===== config.mk =====
export PLATFORM = sky130hd
export DESIGN_NAME = pixel_loader
export DESIGN_NICKNAME = d
export VERILOG_FILES = /design/src/rtl/pixel_loader.sv
export SDC_FILE = /design/constraint.sdc
export NUM_CORES = 1
export LEC_CHECK = 0
export CAP_MARGIN = 10
export CORE_MARGIN = 1
export CORE_UTILIZATION = 45
export CTS_CLUSTER_SIZE = 30
export DETAILED_ROUTE_END_ITERATION = 12
export PLACE_DENSITY = 0.74
export SKIP_LAST_GASP = 1
export SYNTH_ARGS = -nofsm -noshare
export SYNTH_HDL_FRONTEND = slang
export SYNTH_SLANG_ARGS = --single-unit

===== constraint.sdc =====
create_clock -name clk -period 2.15 [get_ports clk]
set_clock_uncertainty 0.1 [all_clocks]
set_input_delay 0.215 -clock clk [delete_from_list [all_inputs] [get_ports clk]]
set_output_delay 0.215 -clock clk [all_outputs]
set_load 0.05 [all_outputs]

===== src/rtl/pixel_loader.sv =====
// Byte-stream to 32-bit word packer feeding the RAM_pixels write port.
// Four accepted bytes form one word, written to consecutive addresses until an image is stored.

module pixel_lane (
    input  logic       clk,
    input  logic       reset,
    input  logic       ld,
    input  logic [7:0] din,
    output logic [7:0] q
);
    always_ff @(posedge clk or posedge reset) begin
        if (reset)   q <= '0;
        else if (ld) q <= din;
    end
endmodule

module pixel_loader #(
    parameter int          ADDR_W    = 18,
    parameter int          IMG_WORDS = 16384,
    parameter int unsigned BASE_ADDR = 0
) (
    input  logic              clk,
    input  logic              reset,
    input  logic              start,
    input  logic              abort,
    input  logic [7:0]        in_data,
    input  logic              in_valid,
    output logic              in_ready,
    output logic              wren,
    output logic [ADDR_W-1:0] wraddress,
    output logic [31:0]       data,
    output logic              busy,
    output logic              done
);
    localparam int NUM_LANES = 4;
    localparam int CW        = $clog2(IMG_WORDS + 1);

    typedef enum logic [1:0] {IDLE, FILL, WRITE, DONE} state_t;

    state_t                    state;
    logic [1:0]                byte_idx;
    logic [CW-1:0]             word_cnt;
    logic [ADDR_W-1:0]         addr;
    logic                      hs;
    logic [NUM_LANES-1:0][7:0] lanes;

    assign hs = (state == FILL) && in_valid && !abort;

    always_ff @(posedge clk or posedge reset) begin
        if (reset) begin
            state    <= IDLE;
            byte_idx <= '0;
            word_cnt <= '0;
            addr     <= ADDR_W'(BASE_ADDR);
        end else begin
            case (state)
                IDLE, DONE: if (start) begin
                    state    <= FILL;
                    byte_idx <= '0;
                    word_cnt <= '0;
                    addr     <= ADDR_W'(BASE_ADDR);
                end
                FILL: begin
                    if (abort) state <= IDLE;
                    else if (in_valid) begin
                        byte_idx <= byte_idx + 2'd1;
                        if (byte_idx == 2'd3) state <= WRITE;
                    end
                end
                WRITE: begin
                    if (abort) state <= IDLE;
                    else begin
                        addr     <= addr + ADDR_W'(1);
                        word_cnt <= word_cnt + CW'(1);
                        state    <= (word_cnt == CW'(IMG_WORDS - 1)) ? DONE : FILL;
                    end
                end
                default: state <= IDLE;
            endcase
        end
    end

    // Lane i captures the i-th byte of the word; stale lanes after an abort are overwritten before any write.
    for (genvar i = 0; i < NUM_LANES; i++) begin : g_lane
        pixel_lane u_lane (
            .clk   (clk),
            .reset (reset),
            .ld    (hs && (byte_idx == 2'(i))),
            .din   (in_data),
            .q     (lanes[i])
        );
    end

    assign data      = lanes;
    assign wraddress = addr;
    assign in_ready  = (state == FILL);
    assign wren      = (state == WRITE);
    assign busy      = (state == FILL) || (state == WRITE);
    assign done      = (state == DONE);
endmodule


==> impl_metrics.toml, run 1 <==
[global_route]
use_met2_pct = 33.4
antenna_found_initial = 0
gr-usage-met1_pct = 28.2
grt_pass1_wl_um = 12400
grt.busiest_layer = "met2"
grt.overflow.total = 0
grt.total_usage_pct = 21.0
grt_pass1_vias = 2575
met3_usage_pct = 6.34
grt_max_degree = 42

[synthesis]
yosys-top-cells-count = "dfrtp_1, mux2_2, a21oi_1"
synth_cell_types = 43
synth_most_common_cell = "dfrtp_1"
syn_area_per_cell_um2 = 10.9
ys_async_sr_fraction_pct = 100
synthCells = 310
synth_warnings = 0
synth_flop_cell = "dfrtp_1"
synth_area_leader_cell = "dfrtp_1"
synthesis.nets = 332
syn_area_um2 = 3370
synth_edf_count = 0
synth_area_leaders = "dfrtp_1, mux2_2, a21oi_1"
yosysSeqAreaShare_pct = 51.2
synth.top_cell.area_share_pct = 51.2
synth_seq_cells = 69

[floorplanning]
rows = 31
dieArea_um2 = 7850
start_util_pct = 46.5
die_h_um = 88.6
die_x_um = 88.6
ios = 67
core_area_um2 = 7250

[setup_path]
path_max_fanout = 8
slowest_stage = "or4_4"
critical_path.endpoint_type = "flop"
crit_type = "flop to flop"
cp-start-kind = "flop"
cp.required_ps = 2320
reg2reg_slack_ps = 10
reg2regPathDepth = 6
cp_data_arrival_time_ps = 2310
crit_chain = "ha_4 -> nor2_2 -> or4_4 -> buf_4 -> nor4_4 -> mux2i_1"
slowest_delay_ps = 580
rr_endpoint = "wraddress[15]$_DFFE_PP0P_"
r2r_start = "state[1]$_DFFE_PP0P_"

[cells_and_area]
antenna_cells = 0
utilization_pct = 63.5
nets = 425
layout-drive-gt1-share_pct = 25.0
fin_area_um2 = 4610
area_growth_pct = 36.5
layoutNonFillerInstCount = 507

[power]
p_leak_nw = 1.99
fin_total_pwr_mw = 5.86
peakVddDrop_mv = 0.977
powerDensity_nw_per_um2 = 1270

[timing]
slew_violations = 0
min_period_over_period_pct = 99.5
worst_pin_slew_ps = 547
grt_setup_unrepaired = "yes"
tns_ps = 0
hold_violations = 0
fin_ws_ps = 9.74
min_period_ps = 2140
whs_ps = 53.1
slew_headroom_pct = 63.4
max_freq_ghz = 0.467
setup_viol = 0

[placed_design]
dpl_cell_area_um2 = 4350
dp_slack_ps = -49.4
numPortBuffers = 66
placed_cells = 489
place_congestion = 0.845
hpwl_um = 5450

[clocking]
cts.sinks = 69
clk-insertion-delay-late_ps = 340
cts_made_buffers = 9
cts-hold-fix-buffers = 0
htreeDepth = 3
cts_tree = "yes"
clk_path_buf_depth = 2
cts_root_buf = "clkbuf_8"
clk_pin_slew_ps = 80

[routing]
viasPerCell = 5.42
drt_first_iter_violations = 120
dr.pass1.iters = 4
wl_per_cell_um = 14.9
num_vias = 2747
ant_nets = 0
route.detailed.drc = 0
wl_um = 7540

[status]
status = "completed"

[min_path]
worst_hold_path_type = "input pin to asynchronous set/reset pin"

[flow_run]
cap_violations = 0
==> worst max path at each step <==
stage	start	end	slack, ps
after floorplan	state[0]$_DFFE_PP0P_	word_cnt[14]$_DFFE_PP0P_	-90
after global placement	abort	wraddress[15]$_DFFE_PP0P_	-30
after detailed placement	abort	wraddress[15]$_DFFE_PP0P_	-50
after CTS	state[1]$_DFFE_PP0P_	wraddress[15]$_DFFE_PP0P_	-10
after global routing	state[1]$_DFFE_PP0P_	wraddress[14]$_DFFE_PP0P_	-60
final	state[1]$_DFFE_PP0P_	wraddress[15]$_DFFE_PP0P_	10
==> what timing repair did <==
| item | CTS | global route |
|---|---|---|
| setup endpoints to repair | 7 | 11 |
| cloned | 0 | 0 |
| setup buffers | 0 | 2 |
| resized for setup | 2 | 9 |
| pin swaps | 6 | 5 |
==> worst max-delay path: cells and delay by family (launching register included) <==
kind	cells	cell delay, ps
DFF	1	410
and+or+nand+nor	3	870
muxes	1	200
buffers and inverters	1	180
adders and majority gates	1	300
==> report_power, final <==
group	leakage (nW)	switching (mW)	total, mW	internal [mW]
registers	0.900	0.204	1.84	1.64
clock network	0.0918	0.516	1.06	0.539
logic	0.996	1.87	2.96	1.09
==> metal layers <==
metal / vias up / share of wire (%)
met5: - / 0
met4: 0 / 0.80
met3: 5 / 5.0
met2: 76 / 49
met1: 1336 / 45
li1: 1330 / -
==> logic make-up after synthesis <==
family / Yosys count / synth area share (%)
compound gates: 71 / 12.8
xor+xnor: 7 / 1.82
fa+ha+maj: 9 / 3.34
buf+inv: 26 / 3.45
flops: 69 / 51.2
mux: 34 / 11.3
simple gates: 94 / 16.2
==> registers in the layout (all words and copies together) (netlist names) <==
name             cells
state                2
wraddress           18
byte_idx             2
g_lane.u_lane.q     32
word_cnt            15
==> cell type report <==
cell class                      count  area (um2)
Fill cell                         604        2650
Inverter                           12        45.0
Multi-Input combinational cell    215        1590
Timing Repair Buffer               96         922
Clock inverter                      7        75.1
Sequential cell                    69        1730
Clock buffer                        9         124
Tap cell                           99         124
==> cell usage in the layout (no fill, tap or decap), types with 4 or more instances in the layout <==
| cell type | instances |
|---|---|
| nand3_1 | 11 |
| inv_1 | 9 |
| xor2_1 | 6 |
| o21ai_0 | 20 |
| nand4_1 | 9 |
| or3_1 | 11 |
| clkbuf_8 | 9 |
| a21oi_1 | 23 |
| clkdlybuf4s50_1 | 62 |
| ha_1 | 7 |
| nor2_1 | 10 |
| dfrtp_1 | 68 |
| a21oi_2 | 4 |
| nand2_1 | 18 |
| or4_1 | 7 |
| o31ai_1 | 9 |
| and3_1 | 4 |
| or4_4 | 4 |
| buf_4 | 29 |
| mux2_2 | 33 |
No activity file was read; power rests on OpenSTA's default activity.
==> inputs of run 2 (changes only) <==
--- a/config.mk
+++ b/config.mk
@@ -15,3 +15,4 @@
 export SYNTH_ARGS = -nofsm -noshare
 export SYNTH_HDL_FRONTEND = slang
 export SYNTH_SLANG_ARGS = --single-unit
+export TNS_END_PERCENT = 100
==> results of run 2 <==
Final layout, timing and power as in run 1 (identical DEF).
==> inputs of run 3 (changes only) <==
--- a/config.mk
+++ b/config.mk
@@ -8,6 +8,7 @@
 export CAP_MARGIN = 10
 export CORE_MARGIN = 1
 export CORE_UTILIZATION = 45
+export CTS_CLUSTER_DIAMETER = 50
 export CTS_CLUSTER_SIZE = 30
 export DETAILED_ROUTE_END_ITERATION = 12
 export PLACE_DENSITY = 0.74
==> results of run 3 <==
Final layout, timing and power as in run 1 (identical DEF).
